**config.mk**
```make
export PLATFORM = sky130hd
export DESIGN_NAME = id_stage_flat
export DESIGN_NICKNAME = d
export VERILOG_FILES = /design/src/rtl/id_stage_pkg.sv /design/src/rtl/id_stage_if.sv /design/src/rtl/id_stage_imm_gen.sv /design/src/rtl/id_stage.sv /design/src/flat_wrapper.sv
export SDC_FILE = /design/constraint.sdc
export NUM_CORES = 1
export LEC_CHECK = 0
export ABC_CLOCK_PERIOD_IN_PS = 5400
export BUFFER_PORTS_ARGS = -buffer_cell sky130_fd_sc_hd__buf_2
export CAP_MARGIN = 20
export CORE_AREA = 3 3 154 156
export DETAILED_ROUTE_END_ITERATION = 8
export DIE_AREA = 0 0 157 159
export PLACE_DENSITY = 0.67
export SLEW_MARGIN = 0
export SYNTH_ARGS = -nofsm -noshare
export SYNTH_HDL_FRONTEND = slang
export SYNTH_SLANG_ARGS = --single-unit
```
**constraint.sdc**
```tcl
create_clock -name clk -period 5.4 [get_ports clk]
set_input_delay 0.54 -clock clk [delete_from_list [all_inputs] [get_ports clk]]
set_output_delay 0.54 -clock clk [all_outputs]
set_load 0.02 [all_outputs]
```
**src/rtl/id_stage_pkg.sv**
```systemverilog
// RV32I decode types shared by the ID stage: opcodes, immediate formats, ID/EX record.
package rv32i_types;

    localparam int XLEN = 32;
    localparam int RIDX = 5;

    typedef enum logic [6:0] {
        OPC_LOAD   = 7'b0000011,
        OPC_OP_IMM = 7'b0010011,
        OPC_AUIPC  = 7'b0010111,
        OPC_STORE  = 7'b0100011,
        OPC_OP     = 7'b0110011,
        OPC_LUI    = 7'b0110111,
        OPC_BRANCH = 7'b1100011,
        OPC_JALR   = 7'b1100111,
        OPC_JAL    = 7'b1101111
    } rv32i_opcode;

    typedef enum logic [2:0] {
        IMM_NONE = 3'd0,
        IMM_I    = 3'd1,
        IMM_S    = 3'd2,
        IMM_B    = 3'd3,
        IMM_U    = 3'd4,
        IMM_J    = 3'd5
    } imm_fmt_t;

    typedef struct packed {
        logic [XLEN-1:0] pc;
        logic [XLEN-1:0] inst;
        logic [XLEN-1:0] imm;
        logic [XLEN-1:0] rs1_v;
        logic [XLEN-1:0] rs2_v;
        logic [RIDX-1:0] rs1_s;
        logic [RIDX-1:0] rs2_s;
        logic [RIDX-1:0] rd_s;
    } id_ex_stage_t;

    typedef struct packed {
        imm_fmt_t fmt;
        logic     rs1_used;
        logic     rs2_used;
        logic     rd_used;
    } reg_use_t;

    // Unknown opcodes fall to the default: no register traffic, no immediate.
    function automatic reg_use_t decode_use(input logic [6:0] opcode);
        reg_use_t r;
        r = '0;
        case (opcode)
            OPC_LUI, OPC_AUIPC: begin
                r.fmt     = IMM_U;
                r.rd_used = 1'b1;
            end
            OPC_JAL: begin
                r.fmt     = IMM_J;
                r.rd_used = 1'b1;
            end
            OPC_JALR, OPC_LOAD, OPC_OP_IMM: begin
                r.fmt      = IMM_I;
                r.rs1_used = 1'b1;
                r.rd_used  = 1'b1;
            end
            OPC_BRANCH: begin
                r.fmt      = IMM_B;
                r.rs1_used = 1'b1;
                r.rs2_used = 1'b1;
            end
            OPC_STORE: begin
                r.fmt      = IMM_S;
                r.rs1_used = 1'b1;
                r.rs2_used = 1'b1;
            end
            OPC_OP: begin
                r.fmt      = IMM_NONE;
                r.rs1_used = 1'b1;
                r.rs2_used = 1'b1;
                r.rd_used  = 1'b1;
            end
            default: r = '0;
        endcase
        return r;
    endfunction

endpackage

```
**src/rtl/id_stage_if.sv**
```systemverilog
// IF/ID, register-file, writeback and ID/EX signals around the decode stage.
interface id_stage_if;
    logic        id_valid;
    logic [31:0] id_pc;
    logic [31:0] id_inst;
    logic        id_ready;

    logic [4:0]  rs1_s;
    logic [4:0]  rs2_s;
    logic [31:0] rs1_v;
    logic [31:0] rs2_v;

    logic        wb_we;
    logic [4:0]  wb_rd_s;
    logic [31:0] wb_rd_v;

    logic        flush;
    logic        ex_ready;
    logic        ex_valid;
    logic [31:0] ex_pc;
    logic [31:0] ex_inst;
    logic [31:0] ex_imm;
    logic [31:0] ex_rs1_v;
    logic [31:0] ex_rs2_v;
    logic [4:0]  ex_rs1_s;
    logic [4:0]  ex_rs2_s;
    logic [4:0]  ex_rd_s;

    modport slave (
        input  id_valid, id_pc, id_inst,
        input  rs1_v, rs2_v,
        input  wb_we, wb_rd_s, wb_rd_v,
        input  flush, ex_ready,
        output id_ready, rs1_s, rs2_s,
        output ex_valid, ex_pc, ex_inst, ex_imm, ex_rs1_v, ex_rs2_v,
        output ex_rs1_s, ex_rs2_s, ex_rd_s
    );

    modport master (
        output id_valid, id_pc, id_inst,
        output rs1_v, rs2_v,
        output wb_we, wb_rd_s, wb_rd_v,
        output flush, ex_ready,
        input  id_ready, rs1_s, rs2_s,
        input  ex_valid, ex_pc, ex_inst, ex_imm, ex_rs1_v, ex_rs2_v,
        input  ex_rs1_s, ex_rs2_s, ex_rd_s
    );
endinterface

```
**src/rtl/id_stage_imm_gen.sv**
```systemverilog
// Immediate generator and register-usage decode, purely combinational.
// Latency 0; no flow control.
module imm_gen
    import rv32i_types::*;
(
    input  logic [XLEN-1:0] inst,
    output logic [XLEN-1:0] imm,
    output logic            rs1_used,
    output logic            rs2_used,
    output logic            rd_used
);

    reg_use_t dec_use;

    assign dec_use  = decode_use(inst[6:0]);
    assign rs1_used = dec_use.rs1_used;
    assign rs2_used = dec_use.rs2_used;
    assign rd_used  = dec_use.rd_used;

    always_comb begin
        imm = '0;
        case (dec_use.fmt)
            IMM_I:   imm = {{20{inst[31]}}, inst[31:20]};
            IMM_S:   imm = {{20{inst[31]}}, inst[31:25], inst[11:7]};
            IMM_B:   imm = {{19{inst[31]}}, inst[31], inst[7], inst[30:25], inst[11:8], 1'b0};
            IMM_U:   imm = {inst[31:12], 12'b0};
            IMM_J:   imm = {{11{inst[31]}}, inst[31], inst[19:12], inst[20], inst[30:21], 1'b0};
            default: imm = '0;
        endcase
    end

endmodule

```
**src/rtl/id_stage.sv**
```systemverilog
// RV32I decode stage: operand bypass, load-use stall and the ID/EX register.
// Latency 1 cycle IF/ID -> ex_valid; EX backpressure or a load-use hazard holds IF/ID.
module id_stage
    import rv32i_types::*;
(
    input  logic      clk,
    input  logic      rst,
    id_stage_if.slave bus
);

    logic [XLEN-1:0] imm_c;
    logic            rs1_used;
    logic            rs2_used;
    logic            rd_used;
    logic [RIDX-1:0] rs1_eff;
    logic [RIDX-1:0] rs2_eff;
    logic [RIDX-1:0] rd_eff;
    logic [XLEN-1:0] rs1_op;
    logic [XLEN-1:0] rs2_op;

    logic            ex_vld_q;
    id_ex_stage_t    ex_q;
    id_ex_stage_t    dec_c;

    logic            ex_load_pending;
    logic            hazard;
    logic            advance;

    imm_gen u_imm_gen (
        .inst     (bus.id_inst),
        .imm      (imm_c),
        .rs1_used (rs1_used),
        .rs2_used (rs2_used),
        .rd_used  (rd_used)
    );

    assign bus.rs1_s = bus.id_inst[19:15];
    assign bus.rs2_s = bus.id_inst[24:20];

    // Unused operand fields are zeroed so they can neither stall nor leak stale data.
    assign rs1_eff = rs1_used ? bus.id_inst[19:15] : '0;
    assign rs2_eff = rs2_used ? bus.id_inst[24:20] : '0;
    assign rd_eff  = rd_used  ? bus.id_inst[11:7]  : '0;

    function automatic logic [XLEN-1:0] operand(
        input logic [RIDX-1:0] rs_s,
        input logic [XLEN-1:0] rf_v,
        input logic            we,
        input logic [RIDX-1:0] wb_s,
        input logic [XLEN-1:0] wb_v
    );
        logic [XLEN-1:0] v;
        if (rs_s == '0)
            v = '0;
        else if (we && (wb_s == rs_s))
            v = wb_v;
        else
            v = rf_v;
        return v;
    endfunction

    assign rs1_op = operand(rs1_eff, bus.rs1_v, bus.wb_we, bus.wb_rd_s, bus.wb_rd_v);
    assign rs2_op = operand(rs2_eff, bus.rs2_v, bus.wb_we, bus.wb_rd_s, bus.wb_rd_v);

    // Only a load still sitting in ID/EX can stall; everything else EX forwards itself.
    assign ex_load_pending = ex_vld_q
                          && (ex_q.inst[6:0] == OPC_LOAD)
                          && (ex_q.rd_s != '0);

    assign hazard = ex_load_pending && bus.id_valid
                 && ((rs1_used && (rs1_eff == ex_q.rd_s))
                  || (rs2_used && (rs2_eff == ex_q.rd_s)));

    assign advance      = !ex_vld_q || bus.ex_ready;
    assign bus.id_ready = bus.flush || (advance && !hazard);

    always_comb begin
        dec_c       = '0;
        dec_c.pc    = bus.id_pc;
        dec_c.inst  = bus.id_inst;
        dec_c.imm   = imm_c;
        dec_c.rs1_v = rs1_op;
        dec_c.rs2_v = rs2_op;
        dec_c.rs1_s = rs1_eff;
        dec_c.rs2_s = rs2_eff;
        dec_c.rd_s  = rd_eff;
    end

    always_ff @(posedge clk) begin
        if (rst) begin
            ex_vld_q <= 1'b0;
            ex_q     <= '0;
        end else if (bus.flush) begin
            ex_vld_q <= 1'b0;
        end else if (advance) begin
            if (hazard) begin
                ex_vld_q <= 1'b0;
            end else begin
                ex_vld_q <= bus.id_valid;
                if (bus.id_valid)
                    ex_q <= dec_c;
            end
        end
    end

    assign bus.ex_valid = ex_vld_q;
    assign bus.ex_pc    = ex_q.pc;
    assign bus.ex_inst  = ex_q.inst;
    assign bus.ex_imm   = ex_q.imm;
    assign bus.ex_rs1_v = ex_q.rs1_v;
    assign bus.ex_rs2_v = ex_q.rs2_v;
    assign bus.ex_rs1_s = ex_q.rs1_s;
    assign bus.ex_rs2_s = ex_q.rs2_s;
    assign bus.ex_rd_s  = ex_q.rd_s;

endmodule

```
**src/flat_wrapper.sv**
```systemverilog
// flat-port wrapper written by rule: the top's interface ports become plain ports
module id_stage_flat import rv32i_types::*;
  (clk, rst, bus_id_valid, bus_id_pc, bus_id_inst, bus_rs1_v, bus_rs2_v, bus_wb_we, bus_wb_rd_s, bus_wb_rd_v, bus_flush, bus_ex_ready, bus_id_ready, bus_rs1_s, bus_rs2_s, bus_ex_valid, bus_ex_pc, bus_ex_inst, bus_ex_imm, bus_ex_rs1_v, bus_ex_rs2_v, bus_ex_rs1_s, bus_ex_rs2_s, bus_ex_rd_s);
  id_stage_if bus_i ();
  input  logic clk;
  input  logic rst;
  input wire logic [$bits(bus_i.id_valid)-1:0] bus_id_valid;
  input wire logic [$bits(bus_i.id_pc)-1:0] bus_id_pc;
  input wire logic [$bits(bus_i.id_inst)-1:0] bus_id_inst;
  input wire logic [$bits(bus_i.rs1_v)-1:0] bus_rs1_v;
  input wire logic [$bits(bus_i.rs2_v)-1:0] bus_rs2_v;
  input wire logic [$bits(bus_i.wb_we)-1:0] bus_wb_we;
  input wire logic [$bits(bus_i.wb_rd_s)-1:0] bus_wb_rd_s;
  input wire logic [$bits(bus_i.wb_rd_v)-1:0] bus_wb_rd_v;
  input wire logic [$bits(bus_i.flush)-1:0] bus_flush;
  input wire logic [$bits(bus_i.ex_ready)-1:0] bus_ex_ready;
  output wire logic [$bits(bus_i.id_ready)-1:0] bus_id_ready;
  output wire logic [$bits(bus_i.rs1_s)-1:0] bus_rs1_s;
  output wire logic [$bits(bus_i.rs2_s)-1:0] bus_rs2_s;
  output wire logic [$bits(bus_i.ex_valid)-1:0] bus_ex_valid;
  output wire logic [$bits(bus_i.ex_pc)-1:0] bus_ex_pc;
  output wire logic [$bits(bus_i.ex_inst)-1:0] bus_ex_inst;
  output wire logic [$bits(bus_i.ex_imm)-1:0] bus_ex_imm;
  output wire logic [$bits(bus_i.ex_rs1_v)-1:0] bus_ex_rs1_v;
  output wire logic [$bits(bus_i.ex_rs2_v)-1:0] bus_ex_rs2_v;
  output wire logic [$bits(bus_i.ex_rs1_s)-1:0] bus_ex_rs1_s;
  output wire logic [$bits(bus_i.ex_rs2_s)-1:0] bus_ex_rs2_s;
  output wire logic [$bits(bus_i.ex_rd_s)-1:0] bus_ex_rd_s;
  assign bus_i.id_valid = bus_id_valid;
  assign bus_i.id_pc = bus_id_pc;
  assign bus_i.id_inst = bus_id_inst;
  assign bus_i.rs1_v = bus_rs1_v;
  assign bus_i.rs2_v = bus_rs2_v;
  assign bus_i.wb_we = bus_wb_we;
  assign bus_i.wb_rd_s = bus_wb_rd_s;
  assign bus_i.wb_rd_v = bus_wb_rd_v;
  assign bus_i.flush = bus_flush;
  assign bus_i.ex_ready = bus_ex_ready;
  assign bus_id_ready = bus_i.id_ready;
  assign bus_rs1_s = bus_i.rs1_s;
  assign bus_rs2_s = bus_i.rs2_s;
  assign bus_ex_valid = bus_i.ex_valid;
  assign bus_ex_pc = bus_i.ex_pc;
  assign bus_ex_inst = bus_i.ex_inst;
  assign bus_ex_imm = bus_i.ex_imm;
  assign bus_ex_rs1_v = bus_i.ex_rs1_v;
  assign bus_ex_rs2_v = bus_i.ex_rs2_v;
  assign bus_ex_rs1_s = bus_i.ex_rs1_s;
  assign bus_ex_rs2_s = bus_i.ex_rs2_s;
  assign bus_ex_rd_s = bus_i.ex_rd_s;
  id_stage u_core (.clk(clk), .rst(rst), .bus(bus_i));
endmodule
```
==> results of run 1 <==
## worst paths after layout
| kind | from | endpoint | slack (ns) |
|---|---|---|---|
| max | bus_id_inst[6] | u_core.bus.ex_rs2_v[23]$_SDFFE_PP0P_ | 2.10 |
| min | bus_flush | u_core.bus.ex_valid$_SDFFE_PP0N_ | 0.33 |
| min reg2reg | u_core.bus.ex_rs2_v[17]$_SDFFE_PP0P_ | u_core.bus.ex_rs2_v[17]$_SDFFE_PP0P_ | 0.46 |
| max reg2reg | u_core.bus.ex_inst[5]$_SDFFE_PP0P_ | u_core.bus.ex_rs2_v[23]$_SDFFE_PP0P_ | 2.19 |
## state kept, by name, summed over array words and instances (netlist names)
| signal | count |
|---|---|
| u_core.bus.ex_rs2_v | 32 |
| u_core.bus.ex_imm | 32 |
| u_core.bus.ex_rs1_s | 5 |
| u_core.bus.ex_rd_s | 5 |
| u_core.bus.ex_rs1_v | 32 |
| u_core.bus.ex_pc | 32 |
| u_core.bus.ex_rs2_s | 5 |
| u_core.bus.ex_inst | 32 |
| u_core.bus.ex_valid | 1 |
## per-layer routing
| layer | vias to the layer above | share of wire | routed length, um |
|---|---|---|---|
| li1 | 4362 | - | - |
| met1 | 4408 | 0.41 | 13220 |
| met2 | 439 | 0.48 | 15610 |
| met3 | 43 | 0.086 | 2779 |
| met4 | 0 | 0.022 | 699 |
| met5 | - | 0 | 0 |
## power by group through the flow
| stage | registers [uW] | logic [uW] | clock network (uW) |
|---|---|---|---|
| 3_3_place_gp | 1380 | 383 | 0 |
| 6_report | 1350 | 389 | 1320 |
| 2_1_floorplan | 1420 | 183 | 0 |
| 3_5_place_dp | 1380 | 387 | 0 |
| 5_1_grt | 1360 | 420 | 1410 |
| 4_1_cts | 1350 | 389 | 1360 |
## stage by stage
stage	cell area [um2]	utilization	cells
detailed placement	10630	0.4726	1541
CTS	11270	0.5008	1573
global route	11270	0.5008	1573
finish	11270	0.5008	1573
floorplan	8985	-	1012
global placement	10630	0.4726	1541
## kinds of logic after synthesis
| kind of cell | count (synthesis) | synth area share |
|---|---|---|
| flops | 176 | 0.3921 |
| buf+inv | 139 | 0.08021 |
| mux | 38 | 0.04233 |
| compound gates | 429 | 0.3408 |
| simple gates | 218 | 0.1329 |
| xor+xnor | 12 | 0.01170 |
## cell type report
type | count | area (um2) | share of cell area
Sequential cell | 176 | 3523 | 0.3126
Multi-Input combinational cell | 697 | 4775 | 0.4237
Clock buffer | 17 | 425.4 | 0.03775
Tap cell | 285 | 356.6 | 0.03164
Timing Repair Buffer | 374 | 1946 | 0.1726
Inverter | 9 | 33.78 | 0.002998
Clock inverter | 15 | 210.2 | 0.01865
## cell usage in the layout, fill, tap and decap left out, types with 3 or more instances in the layout
cell type  count
clkbuf_16     17
a211oi_2      10
nor3_1         9
a22oi_1        5
o2bb2ai_1     33
clkinv_8       5
mux2i_1       38
and2_1         5
xnor2_1        4
inv_8          3
nand2_1       41
a211oi_1      23
nor2_1        16
buf_4         15
xor2_1         8
nand4_1       50
inv_1          9
nand3_1       68
a221oi_1      15
a21oi_1      163
a221oi_2      40
buf_2        356
dfxtp_1      176
o2111a_1       5
nand2b_1       5
o22ai_1        5
a21oi_4        3
a2111oi_0      4
o21ai_0      109
==> impl_results.md, run 1 <==
- IO Pins: 358
- Overall routing resource usage: 0.2458
- Final setup viols: 0
- Largest area contributor in the netlist: dfxtp_1
- Post-CTS Resized: 0
- Worst-Margin Slew: 1.142 ns
- CTS tree: done
- CTS Sinks: 176
- GP Congestion: 0.8967
- CP arrival: 3.65 ns
- Core Box Area: 22,500 um2
- Maximum net fanout on the critical path: 110
- Max Buffers Root-to-Sink: 2
- LEAKAGE: 0.004803 uW
- Synth Flop Type: dfxtp_1
- Initial Utilization: 0.3993
- Internal power: 2149 uW
- Initial DRT Pass Iterations: 5
- Seq pwr share: 0.441
- Worst path depth: 8
- Comb power frac: 0.127
- Area growth, synth to finish: 25.43%
- Min Tclk post-route: 3.297 ns
- Slowest stage cell, crit path: a21oi_4
- Setup crit start kind: input pin
- Pre-CTS setup slack: 1.724 ns
- Cells after Synth: 1,012
- Met2 Resource Use GR: 0.4063
- H-Tree Depth: 4
- Num CTS Buffers: 17
- Vias in the first global route: 8,772
- Postcts setup bufs: 0
- Post-Route WL: 32,310 um
- Synth Area per Inst: 8.878 um2
- Die Ht: 159 um
- Final slew viol count: 0
- Design Power: 3064 uW
- Clock transition at path regs: 0.08 ns
- GR met3 Demand/Resource: 0.05681
- GRT Max-Usage Layer: met2
- N_diodes: 0
- Final WS setup: 2.103 ns
- Nets: 1,446
- Share of cells above drive strength 1: 0.3719
- DRT iter0 DRCs: 750
- Top area cells in the synthesized netlist: dfxtp_1, a21oi_1, a221oi_2
- Drt via density: 5.882
- Crit path buf inv count: 2
- CP top delay family: compound AO/OA/AOI/OAI gates
- Post-synth ARST share: 0
- Worst Skew: 0.01202 ns
- Post-Route Setup TNS: 0 ns
- Yosys cell types: 59
- Kind of end point of the critical path: flop
- WP data required: 5.75 ns
- Sw frac: 0.2985
- Status: finished clean
- Wire per inst: 20.54 um
- Yosys warnings: 0
- Seq/Total Area, Yosys: 0.3921
- Peak supply drop: 0.1802 mV
- Worst min path class: input pin to flop
- Max-Slew Margin vs Limit: 0.2388
- Clk network pwr share: 0.432
- Port Buffers: 357
- Final Hold Vio Count: 0
- DR vias: 9,252
- Clock root buffer: clkbuf_16
- Post-synthesis net count: 1,183
- Remaining antenna violation count after routing: 0
- Post-synth EDFFs: 0
- Register bit total from synthesis: 176
- Pwr dens: 271.8 nW/um2
- Fin crit share: 0.6106
- GR Util met1: 0.3167
- Crit Path Class: input pin to flop
- Rows: 55
- F_max: 0.3033 GHz
- Hold depth: 2
- Worst hold slack: 0.3332 ns
- Count leader, synth: dfxtp_1
- Netlist Area Pre-Place: 8985 um2
- Pin count of the biggest net entering global routing: 111
- Most frequent cells after synthesis: dfxtp_1, a21oi_1, o21ai_0, nand3_1, clkbuf_1
- Layout fillers: 2,195
- Crit-path max cell delay: 0.90 ns
- First-pass GRT wire length: 49,660 um
- Max Cap Viol: 0
- Die width: 157 um
- P_sw: 914.5 uW
- Initial antenna violation count: 0
- Gr ovfl total: 0
- Worst-Skew Late Latency: 0.43 ns
- Cts hold-fix bufs: 0
- Die area: 24,960 um2
- DRC errors left: 0
- Final HPWL DP: 22,120 um
- Synth top area share: 0.3921
- RSZ-0062 raised after global routing: no
- Reg2Reg Depth: 7
- CP Cell Sequence: buf_2, a211oi_1, and4_1, nand4_4, buf_4, a21o_4, a21oi_4, o2bb2ai_1
Note: power is estimated with default switching activity, not from simulation.
==> inputs of run 2 (changes only) <==
Settings changed: ABC_AREA from default to 1, ABC_CLOCK_PERIOD_IN_PS 5400 to 2900, CORE_AREA 3 3 154 156 to 3 3 153 155, DIE_AREA 0 0 157 159 to 0 0 156 158, PLACE_DENSITY 0.67 to 0.7.
Clock period 5.4 ns to 2.9 ns, I/O delays scaled along.
==> run 2 against run 1 <==
Combinational power up 150%. Core utilization up 1.1 points. Die area down 1.3%. Worst setup slack worse by 1.4 ns. Power up 92%. Via count up 5.7%. Area after synthesis down 1.9%. Final cell count up 25%.
==> impl_results.md, run 2 <==
- Status: finished clean
- Commonest non-fill, non-tap cell in the layout: nand2_1
- Yosys cell types: 29
- RSZ-0062 raised after global routing: no
- Reg2Reg Depth: 10
- Post-synth ARST share: 0
- Area of the multi-input gates: 4046 um2
- IO Pins: 358
- Pre-CTS setup slack: 0.3199 ns
- Clock root buffer: clkbuf_16
- Final cell count without fillers: 1,961
- GP Congestion: 0.8850
- Most frequent cells after synthesis: nand2_1, a21oi_1, dfxtp_1, inv_1, nand4_1
- Seq/Total Area, Yosys: 0.3996
- Initial antenna violation count: 2
- Synth Area per Inst: 6.455 um2
- Remaining antenna violation count after routing: 0
- Pin count of the biggest net entering global routing: 112
- Worst Skew: 0.01184 ns
- Final HPWL DP: 23,390 um
- CTS tree: done
- FF-to-FF End: u_core.bus.ex_imm[12]$_SDFFE_PP0P_
- Final slew viol count: 0
- Die area: 24,650 um2
- DRC errors left: 0
- Crit-path max cell delay: 0.42 ns
- First-pass GRT wire length: 49,170 um
- Worst r2r src: u_core.bus.ex_rd_s[3]$_SDFFE_PP0P_
- Synth top area share: 0.3996
- GR met3 Demand/Resource: 0.06233
- Wire per inst: 16.58 um
- Worst min path class: input pin to flop
- Post-CTS Resized: 0
- H-Tree Depth: 4
- Postcts setup bufs: 0
- Pwr dens: 522.7 nW/um2
- Kind of end point of the critical path: flop
- Most frequent cells in the layout: nand2_1, buf_2, a21oi_1
- Largest area contributor in the netlist: dfxtp_1
- Layout fillers: 2,251
- Critical Path Sink: u_core.bus.ex_rs1_v[0]$_SDFFE_PP0P_
- Yosys warnings: 0
- Die width: 156 um
- Netlist Area Pre-Place: 8817 um2
- Final setup viols: 0
- WP data required: 3.26 ns
- Fin crit share: 0.7636
- GR Util met1: 0.3076
- Maximum net fanout on the critical path: 32
- Final Hold Vio Count: 0
- Register area: 3523 um2
- Count leader, synth: nand2_1
- Slowest stage cell, crit path: nand3_4
- # placed instances: 1,927
- Vias in the first global route: 9,067
- CP startpoint: bus_id_inst[2]
- Max-Slew Margin vs Limit: 0.4880
- Worst-Skew Late Latency: 0.43 ns
- F_max: 0.4516 GHz
- Worst path depth: 14
- Max Buffers Root-to-Sink: 2
- Share of cells above drive strength 1: 0.2560
- Worst-Margin Slew: 0.7680 ns
- Die Ht: 158 um
- CP Cell Sequence: buf_2, inv_1, nand2_1, nor2_1, o211ai_1, nand2_2, nand2_1, nand2_1, nand2_1, nor2_4, nand3_4, nand2_1, nand3_1, a21oi_1
- Drt via density: 4.989
- Cts hold-fix bufs: 0
- Port Buffers: 357
- Initial Utilization: 0.4015
- Max Cap Viol: 0
- Core Box Area: 21,960 um2
- Crit Path Class: input pin to flop
- Met2 Resource Use GR: 0.4392
- GRT Max-Usage Layer: met2
- Clock transition at path regs: 0.08 ns
- Post-synth EDFFs: 0
- Num CTS Buffers: 17
- Area growth, synth to finish: 27.36%
- Register bit total from synthesis: 176
- Top area cells in the synthesized netlist: dfxtp_1, nand2_1, a21oi_1
- Worst hold slack: 0.04541 ns
- Initial DRT Pass Iterations: 5
- Cells after Synth: 1,366
- Gr ovfl total: 0
- DR vias: 9,783
- Synth Flop Type: dfxtp_1
- DRT iter0 DRCs: 685
- Nets: 1,838
- Final WS setup: 0.6856 ns
- Post-Route WL: 32,510 um
- FF-to-FF setup slack: 0.86 ns
- Min Tclk post-route: 2.214 ns
- Post-synthesis net count: 1,537
- Setup crit start kind: input pin
- Overall routing resource usage: 0.2528
- LEAKAGE: 0.005929 uW
- Most used cell, CP: nand2_1
- CP arrival: 2.57 ns
- Post-Route Setup TNS: 0 ns
- Crit path buf inv count: 2
- Rows: 54
- CP top delay family: simple AND/OR/NAND/NOR gates
- Peak supply drop: 0.3810 mV
- CTS Sinks: 176
run 2: routing by layer:
metal / part of all wire / vias up
li1: - / 4866
met1: 0.40 / 4401
met2: 0.48 / 471
met3: 0.095 / 43
met4: 0.023 / 2
met5: 0.00040 / -
run 2: final cells by class:
class | instances | share of cell area
tap | 280 | 0.03120
multi-input combinational | 914 | 0.3603
sequential | 176 | 0.3138
clock inverter | 15 | 0.01538
clock buffer | 17 | 0.03788
antenna | 1 | 0.0002228
inverter | 177 | 0.05961
timing repair buffer | 381 | 0.1816
run 2: logic make-up after synthesis:
| logic type | synth area share |
|---|---|
| simple gates | 0.3343 |
| buf+inv | 0.1432 |
| flops | 0.3996 |
| xor+xnor | 0.006953 |
| compound gates | 0.1159 |
run 2: through the flow:
stage | util | total power (uW) | instance area (um2)
3_5_place_dp | 0.4828 | 3591 | 10600
3_3_place_gp | 0.4828 | 3581 | 10600
5_1_grt | 0.5113 | 6120 | 11230
6_report | 0.5114 | 5869 | 11230
2_1_floorplan | - | 3211 | 8817
4_1_cts | 0.5100 | 5914 | 11200
run 2: how the worst min path moves through the flow:
stage                                      startpoint                           endpoint  slack [ns]  cells past startpoint
detailed placement   u_core.bus.ex_pc[7]$_SDFFE_PP0P_   u_core.bus.ex_pc[7]$_SDFFE_PP0P_        0.45                      2
CTS                                         bus_flush   u_core.bus.ex_valid$_SDFFE_PP0N_        0.02                      2
floorplan                                   bus_flush   u_core.bus.ex_valid$_SDFFE_PP0N_        0.37                      1
global placement    u_core.bus.ex_pc[11]$_SDFFE_PP0P_  u_core.bus.ex_pc[11]$_SDFFE_PP0P_        0.45                      2
global route                                bus_flush   u_core.bus.ex_valid$_SDFFE_PP0N_        0.04                      2
finish                                      bus_flush   u_core.bus.ex_valid$_SDFFE_PP0N_        0.05                      2
run 2: power breakdown:
part           total [uW]  switching [uW]  internal, uW
registers            2570            56.9          2520
clock network        2330            1160          1160
logic                 967             646           320
